$ cat config.mk
export PLATFORM = sky130hd
export DESIGN_NAME = clkgen_ctrl
export DESIGN_NICKNAME = d
export VERILOG_FILES = /design/src/rtl/clkgen_ctrl.sv
export SDC_FILE = /design/constraint.sdc
export NUM_CORES = 1
export LEC_CHECK = 0
export ABC_AREA = 1
export CORE_MARGIN = 2
export CORE_UTILIZATION = 55
export DETAILED_ROUTE_END_ITERATION = 8
export PLACE_DENSITY_LB_ADDON = 0.2
export SETUP_SLACK_MARGIN = 0.05
export SLEW_MARGIN = 40
export SYNTH_ARGS = -nofsm -noshare
export SYNTH_HDL_FRONTEND = slang
export SYNTH_SLANG_ARGS = --single-unit
$ cat constraint.sdc
create_clock -name clk -period 2.3 [get_ports clk]
set_input_delay 0.46 -clock clk [delete_from_list [all_inputs] [get_ports clk]]
set_output_delay 0.46 -clock clk [all_outputs]
set_load 0.02 [all_outputs]
$ cat src/rtl/clkgen_ctrl.sv
// Programmable clock-waveform controller: period/high/phase counted in clk cycles,
// glitch-free reconfiguration at period boundaries. Optional burst mode: CLKGEN_BURST_EN.
module clkgen_ctrl #(
    parameter int CNT_W = 16
) (
    input  logic             clk,
    input  logic             rst_n,
    // cfg handshake: a transfer happens on a posedge where cfg_valid && cfg_ready;
    // cfg_period/high/phase must be stable while cfg_valid is high.
    input  logic             cfg_valid,
    output logic             cfg_ready,
    input  logic [CNT_W-1:0] cfg_period,
    input  logic [CNT_W-1:0] cfg_high,
    input  logic [CNT_W-1:0] cfg_phase,
`ifdef CLKGEN_BURST_EN
    input  logic [CNT_W-1:0] cfg_count,
    output logic             done,
`endif
    input  logic             start,
    input  logic             stop,
    output logic             clk_out,
    output logic             rise_pulse,
    output logic             running,
    output logic             cfg_err,
    output logic [1:0]       dbg_state
);

    typedef enum logic [1:0] {
        S_IDLE  = 2'd0,
        S_PHASE = 2'd1,
        S_HIGH  = 2'd2,
        S_LOW   = 2'd3
    } state_e;

    localparam logic [CNT_W-1:0] ONE = CNT_W'(1);
    localparam logic [CNT_W-1:0] TWO = CNT_W'(2);

    state_e           state_q, state_d;
    logic [CNT_W-1:0] cnt_q, cnt_d;
    logic [CNT_W-1:0] act_period_q, act_period_d;
    logic [CNT_W-1:0] act_high_q, act_high_d;
    logic [CNT_W-1:0] act_phase_q, act_phase_d;
    logic [CNT_W-1:0] sh_period_q, sh_period_d;
    logic [CNT_W-1:0] sh_high_q, sh_high_d;
    logic [CNT_W-1:0] sh_phase_q, sh_phase_d;
    logic             pending_q, pending_d;
    logic             stop_req_q, stop_req_d;
    logic             clk_out_q, clk_out_d;
    logic             rise_q, rise_d;
    logic             running_q, running_d;
    logic             cfg_err_q, cfg_err_d;
    logic             cfg_fire, cfg_legal, cnt_zero, burst_end;

`ifdef CLKGEN_BURST_EN
    logic [CNT_W-1:0] act_count_q, act_count_d;
    logic [CNT_W-1:0] sh_count_q, sh_count_d;
    logic [CNT_W-1:0] rem_q, rem_d;
    logic             done_q, done_d;

    // rem_q counts high pulses still owed after the current one.
    assign burst_end = (act_count_q != '0) && (rem_q == '0);
`else
    assign burst_end = 1'b0;
`endif

    assign cfg_ready = !pending_q;
    assign cfg_fire  = cfg_valid && cfg_ready;
    assign cfg_legal = (cfg_period >= TWO) && (cfg_high != '0) && (cfg_high < cfg_period);
    assign cnt_zero  = (cnt_q == '0);

    always_comb begin
        state_d      = state_q;
        cnt_d        = cnt_q;
        act_period_d = act_period_q;
        act_high_d   = act_high_q;
        act_phase_d  = act_phase_q;
        sh_period_d  = sh_period_q;
        sh_high_d    = sh_high_q;
        sh_phase_d   = sh_phase_q;
        pending_d    = pending_q;
        stop_req_d   = stop_req_q;
        cfg_err_d    = cfg_fire && !cfg_legal;
`ifdef CLKGEN_BURST_EN
        act_count_d  = act_count_q;
        sh_count_d   = sh_count_q;
        rem_d        = rem_q;
`endif

        case (state_q)
            S_IDLE: begin
                stop_req_d = 1'b0;
                if (cfg_fire && cfg_legal) begin
                    act_period_d = cfg_period;
                    act_high_d   = cfg_high;
                    act_phase_d  = cfg_phase;
`ifdef CLKGEN_BURST_EN
                    act_count_d  = cfg_count;
`endif
                end
                if (start && !stop) begin
`ifdef CLKGEN_BURST_EN
                    rem_d = act_count_q;
`endif
                    if (act_phase_q != '0) begin
                        state_d = S_PHASE;
                        cnt_d   = act_phase_q - ONE;
                    end else begin
                        state_d = S_HIGH;
                        cnt_d   = act_high_q - ONE;
`ifdef CLKGEN_BURST_EN
                        if (act_count_q != '0) rem_d = act_count_q - ONE;
`endif
                    end
                end
            end
            S_PHASE: begin
                if (cnt_zero) begin
                    state_d = S_HIGH;
                    cnt_d   = act_high_q - ONE;
`ifdef CLKGEN_BURST_EN
                    if (rem_q != '0) rem_d = rem_q - ONE;
`endif
                end else begin
                    cnt_d = cnt_q - ONE;
                end
            end
            S_HIGH: begin
                if (cnt_zero) begin
                    state_d = S_LOW;
                    cnt_d   = act_period_q - act_high_q - ONE;
                end else begin
                    cnt_d = cnt_q - ONE;
                end
            end
            S_LOW: begin
                if (cnt_zero) begin
                    // Period boundary: the only point where timing may change.
                    if (stop_req_q || stop || burst_end) begin
                        state_d    = S_IDLE;
                        stop_req_d = 1'b0;
                    end else begin
                        state_d = S_HIGH;
                        cnt_d   = pending_q ? (sh_high_q - ONE) : (act_high_q - ONE);
`ifdef CLKGEN_BURST_EN
                        if (rem_q != '0) rem_d = rem_q - ONE;
`endif
                    end
                    if (pending_q) begin
                        act_period_d = sh_period_q;
                        act_high_d   = sh_high_q;
                        act_phase_d  = sh_phase_q;
`ifdef CLKGEN_BURST_EN
                        act_count_d  = sh_count_q;
`endif
                        pending_d    = 1'b0;
                    end
                end else begin
                    cnt_d = cnt_q - ONE;
                end
            end
            default: state_d = S_IDLE;
        endcase

        // cfg_fire implies !pending_q, so this never collides with a boundary load.
        if (state_q != S_IDLE) begin
            if (cfg_fire && cfg_legal) begin
                sh_period_d = cfg_period;
                sh_high_d   = cfg_high;
                sh_phase_d  = cfg_phase;
`ifdef CLKGEN_BURST_EN
                sh_count_d  = cfg_count;
`endif
                pending_d   = 1'b1;
            end
            if (stop && state_d != S_IDLE) stop_req_d = 1'b1;
        end

        clk_out_d = (state_d == S_HIGH);
        rise_d    = (state_d == S_HIGH) && (state_q != S_HIGH);
        running_d = (state_d != S_IDLE);
`ifdef CLKGEN_BURST_EN
        done_d    = (state_q != S_IDLE) && (state_d == S_IDLE);
`endif
    end

    always_ff @(posedge clk or negedge rst_n) begin
        if (!rst_n) begin
            state_q      <= S_IDLE;
            cnt_q        <= '0;
            act_period_q <= TWO;
            act_high_q   <= ONE;
            act_phase_q  <= '0;
            sh_period_q  <= TWO;
            sh_high_q    <= ONE;
            sh_phase_q   <= '0;
            pending_q    <= 1'b0;
            stop_req_q   <= 1'b0;
            clk_out_q    <= 1'b0;
            rise_q       <= 1'b0;
            running_q    <= 1'b0;
            cfg_err_q    <= 1'b0;
        end else begin
            state_q      <= state_d;
            cnt_q        <= cnt_d;
            act_period_q <= act_period_d;
            act_high_q   <= act_high_d;
            act_phase_q  <= act_phase_d;
            sh_period_q  <= sh_period_d;
            sh_high_q    <= sh_high_d;
            sh_phase_q   <= sh_phase_d;
            pending_q    <= pending_d;
            stop_req_q   <= stop_req_d;
            clk_out_q    <= clk_out_d;
            rise_q       <= rise_d;
            running_q    <= running_d;
            cfg_err_q    <= cfg_err_d;
        end
    end

`ifdef CLKGEN_BURST_EN
    always_ff @(posedge clk or negedge rst_n) begin
        if (!rst_n) begin
            act_count_q <= '0;
            sh_count_q  <= '0;
            rem_q       <= '0;
            done_q      <= 1'b0;
        end else begin
            act_count_q <= act_count_d;
            sh_count_q  <= sh_count_d;
            rem_q       <= rem_d;
            done_q      <= done_d;
        end
    end

    assign done = done_q;
`endif

    assign clk_out    = clk_out_q;
    assign rise_pulse = rise_q;
    assign running    = running_q;
    assign cfg_err    = cfg_err_q;
    assign dbg_state  = state_q;

endmodule

## Yosys cells after proc, flatten, opt, wreduce, memory -nomap -nowiden

Index checks and enable logic that the tools add are counted.

| storage, ports and cells | value |
|---|---|
| logic and storage cells | 90 |
| flip-flop bits (word level) | 120 |
| output and inout port bits | 7 |
| bits of input ports | 53 |

| cells by class | value |
|---|---|
| reduce and logical (&&, ||, !) cells | 22 |
| mux-type cells | 36 |
| order comparisons | 2 |
| add/subtract/negate cells | 6 |
| equal/unequal tests | 10 |

Operator list:

| cell | count |
|---|---|
| two-way mux 16 bit | 16 |
| case mux 16 bit (2 select lines) | 3 |
| subtractor 16 x 1 -> 16 bit, second input constant | 5 |
| case mux 16 bit (4 select lines) | 1 |
| nonzero test 16 bit | 2 |
| greater-or-equal comparator 16 x 2 -> 1 bit, second input constant | 1 |
| logical NOT 16 bit | 1 |
| < comparator 16 bit | 1 |
| subtractor 16 bit | 1 |
| two-way mux 2 bit | 6 |
| inequality test 2 bit, second input constant | 5 |
| logical AND 1 bit | 8 |
| two-way mux 1 bit | 8 |
| case mux 2 bit (4 select lines) | 1 |
| equality test 2 bit, second input constant | 3 |
| nonzero test 2 bit | 3 |
| AND reduction 2 bit | 2 |
| AND reduction 4 bit | 1 |
| logical NOT 1 bit | 3 |
| inequality test 3 bit, second input constant | 1 |
| equality test 2 x 1 -> 1 bit, second input constant | 1 |
| logical NOT 2 bit | 1 |
| case mux 1 bit (2 select lines) | 1 |
| logical OR 1 bit | 1 |

## Depth between registers and ports, before layout

Gate-level depths: netlist of run 1.

| logic depth | value |
|---|---|
| word-level depth | 8 |
| depth in mapped cells | 16 |
| gate-level depth less buffers | 15 |

## Least setup slack after synthesis of run 1

Ideal clock, no wire load.

| timing | value |
|---|---|
| path type | input -> register |
| start | input cfg_period[15] |
| end | register sh_phase_q[0] |
| path buffers | 2 |
| arrival | 2021 ps |
| library setup time | 83 ps |
| cell stages on the path | 12 |
| required time | 2217 ps |
| path slack | 196 ps |
| cells stage by stage | inv_1 ha_1 a21oi_1 o21a_1 nand3_1 nor2_1 nand3_1 nor2_2 buf_2 buf_2 nand2_1 o21ai_0 |

| on the way | value |
|---|---|
| word-level cells in the longest chain between the ends | 5 |
| elaborated cells between the ends (all ways) | 6 |
| those cells by class | 2 x order compare; 4 x reduce/logical |

Ends and longest elaborated chain:

| element | RTL line | source |
|---|---|---|
| start: declaration | 12 | `input logic [CNT_W-1:0] cfg_period,` |
| greater-or-equal comparator 16 x 2 -> 1 bit | 68 | `assign cfg_legal = (cfg_period >= TWO) && (cfg_high != '0) && (cfg_high < cfg_period);` |
| logical AND 1 bit | 68 |  |
| logical AND 1 bit (*) | 68 |  |
| logical AND 1 bit (*) | 166 | `if (cfg_fire && cfg_legal) begin` |
| AND reduction 2 bit (no line) (*) | n/a |  |
| end signal: assignment | 210 | `sh_phase_q <= sh_phase_d;` |
| end: declaration | 45 | `logic [CNT_W-1:0] sh_phase_q, sh_phase_d;` |

Mark *: on every way between the ends. The rest lies on a longest branch, timed or not.
A chain may end at the register's enable or synchronous reset.

## Worst setup path after layout of run 1

| timing | value |
|---|---|
| start | input cfg_high[14] |
| end | register sh_high_q[1] |

| on the way | value |
|---|---|
| word-level cells in the longest chain between the ends | 5 |
| elaborated cells between the ends (all ways) | 6 |
| those cells by class | 1 x order compare; 5 x reduce/logical |

Ends and longest elaborated chain:

| element | RTL line | source |
|---|---|---|
| start: declaration | 13 | `input logic [CNT_W-1:0] cfg_high,` |
| parallel branches: the longest is 2 deep, another holds < comparator 16 bit | n/a |  |
| logical AND 1 bit (*) | 68 |  |
| logical AND 1 bit (*) | 166 |  |
| AND reduction 2 bit (no line) (*) | n/a |  |
| end signal: assignment | 209 | `sh_high_q <= sh_high_d;` |
| end: declaration | 44 | `logic [CNT_W-1:0] sh_high_q, sh_high_d;` |

Mark *: on every way between the ends.

==> results of run 1 <==
## layout make-up
| type | count | area, µm² | share of cell area |
|---|---|---|---|
| Tap cell | 216 | 270 | 0.0238 |
| Timing Repair Buffer | 161 | 1610 | 0.142 |
| Sequential cell | 120 | 3010 | 0.265 |
| Clock inverter | 15 | 179 | 0.0158 |
| Clock buffer | 17 | 425 | 0.0375 |
| Multi-Input combinational cell | 979 | 5230 | 0.461 |
| Inverter | 164 | 619 | 0.0546 |
## sequential cells by signal (all words and copies together) (netlist names)
register	cells
rise_pulse	1
sh_period_q	16
cfg_err	1
clk_out	1
pending_q	1
act_phase_q	16
cnt_q	16
stop_req_q	1
act_period_q	16
sh_phase_q	16
act_high_q	16
dbg_state	2
sh_high_q	16
running	1
## metal layers
metal	global-route usage	routed length [µm]	up-vias
li1	-	-	4472
met1	0.471	12500	4364
met2	0.501	13200	419
met3	0.0619	2330	72
met4	0.116	823	0
met5	0	0	-
## power groups by stage
stage	combinational [mW]	sequential, mW	clock [mW]
floorplan	5.07	3.37	0
global placement	7.15	3.51	0
detailed placement	7.22	3.53	0
CTS	7.33	3.51	2.78
global route	8.70	3.63	2.88
finish	7.83	3.55	2.78
## cell usage in the layout (no fill, tap or decap), types with 4 or more instances in the layout
cell and n:
buf_4 85, dfrtp_1 113, clkdlybuf4s50_1 50, dfstp_2 4, buf_12 10, inv_6 7
nor2_2 12, a21oi_2 10, inv_2 10, xor2_1 30, nand4_1 18, nor2_1 118
ha_2 5, ha_4 8, dlymetal6s2s_1 7, a21oi_1 49, o21a_1 73, nor3_1 4
clkbuf_16 22, nand2_2 11, nand2_1 389, xnor2_1 9, nand3_1 79, o21ai_1 46
ha_1 26, inv_1 153, o21ai_0 60
## final timing paths
check                          startpoint              end  slack (ns)  cells past startpoint
max                          cfg_high[14]     sh_high_q[1]        0.04                     12
min                                 rst_n  act_period_q[5]        0.03                      1
max reg2reg                      cnt_q[6]    act_high_q[9]        0.12                      9
min reg2reg                sh_period_q[6]   sh_period_q[6]        0.49                      1
max in group asynchronous           rst_n   act_high_q[12]        1.59                      2
min in group clk           sh_period_q[6]   sh_period_q[6]        0.49                      1
## cells by family (layout without fill, tap and decap cells)
kind of cell | count (synthesis) | after routing | share of synthesized area
AND/OR/NAND/NOR | 652 | 652 | 0.305
XOR/XNOR | 39 | 39 | 0.0387
buffers and inverters | 203 | 357 | 0.0932
flip-flops | 120 | 120 | 0.341
adder cells (fa/ha/maj) | 40 | 40 | 0.0576
AO/OA/AOI/OAI | 248 | 248 | 0.164
## what timing repair did
item | CTS | global route
setup endpoints to repair | 45 | 110
cloned | 0 | 7
setup buffers | 0 | 7
gates resized for setup | 4 | 77
pin swaps | 0 | 13
## per-stage QoR
stage | instances | power [mW] | instance area (µm²) | setup slack, ns | hold WS [ns]
after floorplan | 1302 | 8.45 | 8820 | 0.196 | 0.164
after global routing | 1672 | 15.2 | 11400 | -0.0457 | 0.0733
final | 1672 | 14.2 | 11400 | 0.0364 | 0.0334
after CTS | 1658 | 13.6 | 10800 | 0.0568 | 0.0500
after global placement | 1626 | 10.7 | 10200 | -0.337 | 0.473
after detailed placement | 1626 | 10.8 | 10200 | -0.490 | 0.480
==> flow_summary.toml, run 1 <==
[outcome]
outcome = "finished clean"

[synthesis]
syn_avg_cell_area_um2 = 6.77
ys.flop_type = "dfrtp_1"
syn_nets = 1395
synth_area_um2 = 8820
synthCells = 1302
ys_seq_area_frac = 0.341
synthTopCellsByArea = "dfrtp_1, nand2_1, inv_1"
synth_most_common_cell = "nand2_1"
ys_ff_latch = 120
yosysTopAreaCellShare = 0.329
synth_area_leader_cell = "dfrtp_1"
synthTopCellsByCount = "nand2_1, inv_1, nor2_1, dfrtp_1, nand3_1"
synth_cell_type_count = 39
synth_edf_count = 0
async_flop_share = 1.00
ys_warn_count = 0

[routing]
routedWlPerCell_um = 17.2
route.detailed.drc = 0
ant_nets = 0
vias = 9327
routed_wl_mm = 28.8
drtIter0Drc = 893
viasPerCell = 5.58
first_pass_iters = 6

[pwr]
p_leak_nw = 5.49
irDropWorstVdd_mv = 0.830
p_per_area_nw_per_um2 = 1250
p_clk_frac = 0.196
switching_power_mw = 6.81
p_sw_frac = 0.481
p_int_mw = 7.35
comb_power_share = 0.553
seq_power_share = 0.251

[critical_path]
max_stage_delay_ns = 0.49
cp-end-kind = "flop"
cp-start-kind = "input port"
critPathTopFamily = "buffers and inverters"
slowest_stage = "clkdlybuf4s50_1"
crit_chain = "clkdlybuf4s50_1 > ha_4 > a21oi_2 > o21a_1 > nand3_1 > nor2_2 > nand3_4 > nor2_4 > buf_12 > buf_12 > clkbuf_16 > o21ai_0"
cpMostUsedCell = "buf_12"
critPathBufInv = 4
arrival_ns = 2.56
critPathMaxFanout = 6
path_class = "in -> reg"
worstPathRequired_ns = 2.59

[floorplan]
dieArea_um2 = 17100
die_w_um = 131
die_y_um = 131
io-pin-count = 60
coreArea_um2 = 15800
rows = 46
initial_utilization = 0.559

[placed_design]
portBuffers = 59
place_congestion = 0.966
dpl.hpwl_mm = 20.1

[cts]
clock-sinks = 120
clock_tree.htree_level_count = 4
clk_latency_ns = 0.43
cts_tree = "done"
clk_pin_slew_worst_paths_ns = 0.06
cts_buffers = 17
cts_hold_buf = 0
cts_root_buf = "clkbuf_16"
clock_path_buffers = 2

[timing]
hold_violations = 0
post-route-period-util = 0.984
rsz0062_at_grt = "true"
layout_min_cycle_time_ns = 2.26
skew_ns = 0.0125
worst_slew_pin_slew_ns = 0.698
slew_headroom = 0.535
fin_tns_setup_ns = 0
drv_slew = 0
max_freq_ghz = 0.442
setup_violations = 0

[grt]
antenna_found_initial = 0
grt_start_max_net_pins = 68
grt_pass1_wl_mm = 43.3
grt.total_usage = 0.329
grt_overflow_total = 0
grt_pass1_vias = 8455

[final_layout]
area_growth_pct = 28.7
antenna_cells = 0
finish.utilization = 0.720
drive_gt1_frac = 0.146
fill_cells = 1309
fin_nets = 1536

[run]
cap_violations = 0

[worst_hold_path]
worst_hold_path_type = "in -> async"
(Power assumes the default switching activity.)
==> inputs of run 2 (changes only) <==
--- a/config.mk
+++ b/config.mk
@@ -6,8 +6,10 @@
 export NUM_CORES = 1
 export LEC_CHECK = 0
 export ABC_AREA = 1
+export ABC_CLOCK_PERIOD_IN_PS = 2300
 export CORE_MARGIN = 2
 export CORE_UTILIZATION = 55
+export CTS_BUF_LIST = sky130_fd_sc_hd__clkbuf_8
 export DETAILED_ROUTE_END_ITERATION = 8
 export PLACE_DENSITY_LB_ADDON = 0.2
 export SETUP_SLACK_MARGIN = 0.05
==> run 2 against run 1 <==
Sequential share of layout area increased by 1.1 points; register-to-register slack improved by 0.02 ns; combinational power decreased by 2.6%; final area is 3.9% lower; non-clock buffer count fell by 6; critical path depth stayed put; clock-buffer cell count did not move; critical endpoint is now sh_period_q[1]; sequential cell count unchanged; largest power group unchanged; wire length shrank 7.0%; critical path type unchanged; maximum frequency fell by 0.28%; highest routed layer unchanged; first-iteration DRC count grew 2.6%.
==> flow_summary.toml, run 2 (synthesis gave the netlist of run 1 again) <==
[routing]
viasPerCell = 5.42
routed_wl_mm = 26.8
routedWlPerCell_um = 16.1
wl_met2_mm = 11.9
first_pass_iters = 5
drtIter0Drc = 916
vias = 9026
route.detailed.drc = 0
wl_met3_mm = 1.96
wl_met1_mm = 12.2
ant_nets = 0
highest_layer = "met4"

[grt]
grt_pass1_wl_mm = 42.7
grt_overflow_total = 0
grt_start_max_net_pins = 68
grt.total_usage = 0.325
grt_pass1_vias = 8299
antenna_found_initial = 0

[final_layout]
area_growth_pct = 23.7
finish.utilization = 0.692
mostFrequentLayoutCell = "nand2_1"
fin_cells = 1666
drive_gt1_frac = 0.134
fin_nets = 1530
antenna_cells = 0
final_area_um2 = 10900
fill_cells = 1441
mostFrequentLayoutCells = "nand2_1, inv_1, nor2_1"

[critical_path]
arrival_ns = 2.68
worstPathRequired_ns = 2.71
reg2reg_from = "act_high_q[5]"
path_class = "in -> reg"
cp-start-kind = "input port"
startpoint = "cfg_period[15]"
cp-end-kind = "flop"
critPathMaxFanout = 6

[worst_hold_path]
worst_hold_path_type = "in -> reg"
min_from = "cfg_period[1]"

[pwr]
p_leak_nw = 5.29
comb_power_share = 0.577
finalPower_mw = 13.2
p_int_mw = 6.65
seq_power_share = 0.267
switching_power_mw = 6.57
p_sw_frac = 0.497
irDropWorstVdd_mv = 0.920
p_per_area_nw_per_um2 = 1210
p_clk_frac = 0.156

[floorplan]
die_w_um = 131
initial_utilization = 0.559
dieArea_um2 = 17100
rows = 46
die_y_um = 131
io-pin-count = 60
coreArea_um2 = 15800

[timing]
fin_ws_ns = 0.0301
post-route-period-util = 0.987
drv_slew = 0
max_freq_ghz = 0.441
holdWs_ns = 0.439
rsz0062_at_grt = "true"
layout_min_cycle_time_ns = 2.27
hold_violations = 0
fin_tns_setup_ns = 0
skew_ns = 0.0144
worst_slew_pin_slew_ns = 0.672
setup_violations = 0
slew_headroom = 0.552

[cts]
cts_tree = "done"
clock_path_buffers = 2
clk_pin_slew_worst_paths_ns = 0.08
cts_root_buf = "clkbuf_8"
cts_buffers = 17
clock_tree.htree_level_count = 4
clock-sinks = 120
clk_latency_ns = 0.47

[outcome]
outcome = "finished clean"

[placed_design]
placed_area_um2 = 10200
portBuffers = 59
place_ws_ns = -0.490
dpl.hpwl_mm = 20.1
dp.cells = 1626
place_congestion = 0.966

[run]
cap_violations = 0
-- run 2: cell count changes in the layout (fill, tap and decap cells not counted), moves of 4 or more --
cell | previous run | this run
clkbuf_16 | 22 | 1
clkbuf_8 | 0 | 17
buf_12 | 10 | 5
ha_1 | 26 | 31
clkdlybuf4s50_1 | 50 | 54
dlymetal6s2s_1 | 7 | 3
-- run 2: final timing paths --
| kind | end | slack (ns) | cells past startpoint |
|---|---|---|---|
| setup / recovery | sh_period_q[1] | 0.03 | 12 |
| hold / removal | act_period_q[1] | 0.44 | 5 |
| setup reg to reg | cnt_q[7] | 0.14 | 12 |
| hold reg to reg | sh_period_q[6] | 0.49 | 1 |
| max in group asynchronous | act_phase_q[14] | 1.09 | 3 |
| min in group asynchronous | act_period_q[5] | 0.53 | 2 |
-- run 2: layout make-up --
cell class	instances	area, µm²	area share
clock inverter	15	179	0.0164
sequential	120	3010	0.276
multi-input combinational	979	5170	0.474
timing repair buffer	155	1430	0.131
clock buffer	17	234	0.0214
tap	216	270	0.0248
inverter	164	619	0.0568
-- run 2: timing repair --
action,CTS,global route
hold buffers,1,0
pin swaps,0,6
gates resized for setup,3,58
endpoints found under the hold margin,2,0
cloned,0,3
setup endpoints to repair,3,109
setup buffers,0,4
-- run 2: layer usage --
metal,track usage,vias up
met3,0.0603,57
li1,-,4465
met4,0.108,0
met1,0.474,4169
met5,0,-
met2,0.489,335
-- run 2: power groups by stage --
stage | sequential [mW] | clock (mW) | combinational (mW)
floorplan | 3.37 | 0 | 5.07
global placement | 3.51 | 0 | 7.15
detailed placement | 3.53 | 0 | 7.22
CTS | 3.50 | 2.07 | 7.29
global route | 3.61 | 2.17 | 8.53
finish | 3.53 | 2.06 | 7.63
-- run 2: worst max-delay path, stage by stage --
cell	delay, ns
clkdlybuf4s50_1	0.47
inv_2	0.05
ha_4	0.24
a21oi_1	0.14
o21a_1	0.18
nand3_1	0.11
nor2_2	0.19
nand3_4	0.12
nor2_4	0.23
buf_6	0.17
clkbuf_16	0.16
o21a_1	0.15
==> inputs of run 3 (changes only) <==
--- a/config.mk
+++ b/config.mk
@@ -6,11 +6,12 @@
 export NUM_CORES = 1
 export LEC_CHECK = 0
 export ABC_AREA = 1
-export ABC_CLOCK_PERIOD_IN_PS = 2300
+export ABC_CLOCK_PERIOD_IN_PS = 2900
 export CORE_MARGIN = 2
 export CORE_UTILIZATION = 55
 export CTS_BUF_LIST = sky130_fd_sc_hd__clkbuf_8
 export DETAILED_ROUTE_END_ITERATION = 8
+export GPL_TIMING_DRIVEN = 1
 export PLACE_DENSITY_LB_ADDON = 0.2
 export SETUP_SLACK_MARGIN = 0.05
 export SLEW_MARGIN = 40
==> constraint.sdc (replaced) <==
create_clock -name clk -period 2.9 [get_ports clk]
set_input_delay 0.58 -clock clk [delete_from_list [all_inputs] [get_ports clk]]
set_output_delay 0.58 -clock clk [all_outputs]
set_load 0.02 [all_outputs]
==> run 3 against run 2 <==
Worst setup slack improved by 0.36 ns; combinational power fell by 28%; sequential power fell by 19%; core utilization fell by 5.7 points; final cell count fell by 4.7%; die area did not move; final area fell by 8.3%; hold slack got worse by 0.29 ns; first-iteration DRC count fell by 5.7%; global-route usage fell by 1.5 points; clock skew rose by 0.0048 ns; sequential share of layout area rose by 2.5 points; critical path type is now reg -> reg; highest routed layer unchanged.
==> flow_summary.toml, run 3 (synthesis gave the netlist of run 1 again) <==
[critical_path]
path_class = "reg -> reg"
cp-end-kind = "flop"
r2r_cells = 12
worstPathRequired_ns = 3.30
arrival_ns = 2.91
cp-start-kind = "flop"
critPathMaxFanout = 6

[cts]
cts_hold_buf = 0
cts_root_buf = "clkbuf_8"
clock-sinks = 120
cts_setup_buffers = 0
cts_buffers = 17
clk_pin_slew_worst_paths_ns = 0.08
cts_tree = "done"
clk_latency_ns = 0.47
clock_path_buffers = 2
clock_tree.htree_level_count = 4
cts_resized = 0

[timing]
max_freq_ghz = 0.399
rsz0062_at_grt = "false"
fin_ws_ns = 0.392
layout_min_cycle_time_ns = 2.51
hold_violations = 0
worst_slew_pin_slew_ns = 0.689
drv_slew = 0
setup_violations = 0
slew_headroom = 0.541
fin_tns_setup_ns = 0
post-route-period-util = 0.865
skew_ns = 0.0192

[final_layout]
mostFrequentLayoutCell = "nand2_1"
mostFrequentLayoutCells = "nand2_1, inv_1, nor2_1"
drive_gt1_frac = 0.0540
fin_nets = 1451
final_area_um2 = 10000
area_growth_pct = 13.5
fin_cells = 1587
antenna_cells = 0

[pwr]
finalPower_mw = 9.73
p_leak_nw = 4.82
irDropWorstVdd_mv = 0.520
p_per_area_nw_per_um2 = 973

[routing]
route.detailed.drc = 0
routedWlPerCell_um = 15.6
routed_wl_mm = 24.8
vias = 8494
drtIter0Drc = 864
first_pass_iters = 5
viasPerCell = 5.35
ant_nets = 0

[floorplan]
die_y_um = 131
coreArea_um2 = 15800
dieArea_um2 = 17100
rows = 46
die_w_um = 131
io-pin-count = 60
initial_utilization = 0.559

[placed_design]
placed_area_um2 = 9650
place_congestion = 0.960
dp.cells = 1555
portBuffers = 59
place_ws_ns = -0.00213
dpl.hpwl_mm = 19.3

[grt]
grt_pass1_wl_mm = 40.7
grt.total_usage = 0.310
grt_start_max_net_pins = 65
antenna_found_initial = 0
grt_pass1_vias = 7915
grt_overflow_total = 0

[run]
cap_violations = 0

[worst_hold_path]
worst_hold_path_type = "in -> async"

[outcome]
outcome = "finished clean"
==> run 3: cell type report <==
cell class              instances  area [µm²]
well taps                     216         270
flip-flops and latches        120        3010
fillers                      1546        5760
repair buffers                 76         766
inverters                     164         616
multi-input cells             979        4990
clock buffers                  17         234
clock inverters                15         118
==> run 3: per-layer routing <==
metal / vias up / routed length, µm / global-route usage
met5: - / 0 / 0
met4: 0 / 626 / 0.114
met3: 50 / 1500 / 0.0586
met2: 272 / 11000 / 0.472
met1: 3878 / 11600 / 0.443
li1: 4294 / - / -
==> run 3: critical path, cell delays in order, from the launching register on <==
cell and delay [ns]:
dfstp_2 0.41, inv_1 0.11, ha_1 0.24, inv_1 0.07
fa_1 0.39, o21ai_0 0.43, nand2_1 0.15, a21o_1 0.18
nand3_1 0.09, nand2_1 0.08, nand3_1 0.11, nand2_1 0.06
a21oi_1 0.11
==> run 3: metrics by stage <==
step | hold WS, ns | utilization
2_1_floorplan | 0.284 | -
3_5_place_dp | 0.480 | 0.612
4_1_cts | 0.174 | 0.634
3_3_place_gp | 0.473 | 0.612
6_report | 0.146 | 0.634
5_1_grt | 0.197 | 0.634
==> run 3: final timing paths <==
| path | start | endpoint | slack [ns] |
|---|---|---|---|
| setup / recovery | act_high_q[0] | cnt_q[8] | 0.39 |
| hold / removal | rst_n | act_period_q[4] | 0.15 |
| setup reg to reg | act_high_q[0] | cnt_q[8] | 0.39 |
| hold reg to reg | sh_period_q[14] | sh_period_q[14] | 0.50 |
| max in group asynchronous | rst_n | sh_high_q[15] | 2.08 |
| min in group clk | sh_period_q[14] | sh_period_q[14] | 0.50 |
==> run 3: power breakdown <==
group	switching [mW]	leakage (nW)	total [mW]	internal, mW
Clock	0.798	0.177	1.40	0.605
Sequential	0.628	1.43	2.87	2.24
Combinational	3.55	3.21	5.46	1.91
Total	4.97	4.82	9.73	4.76
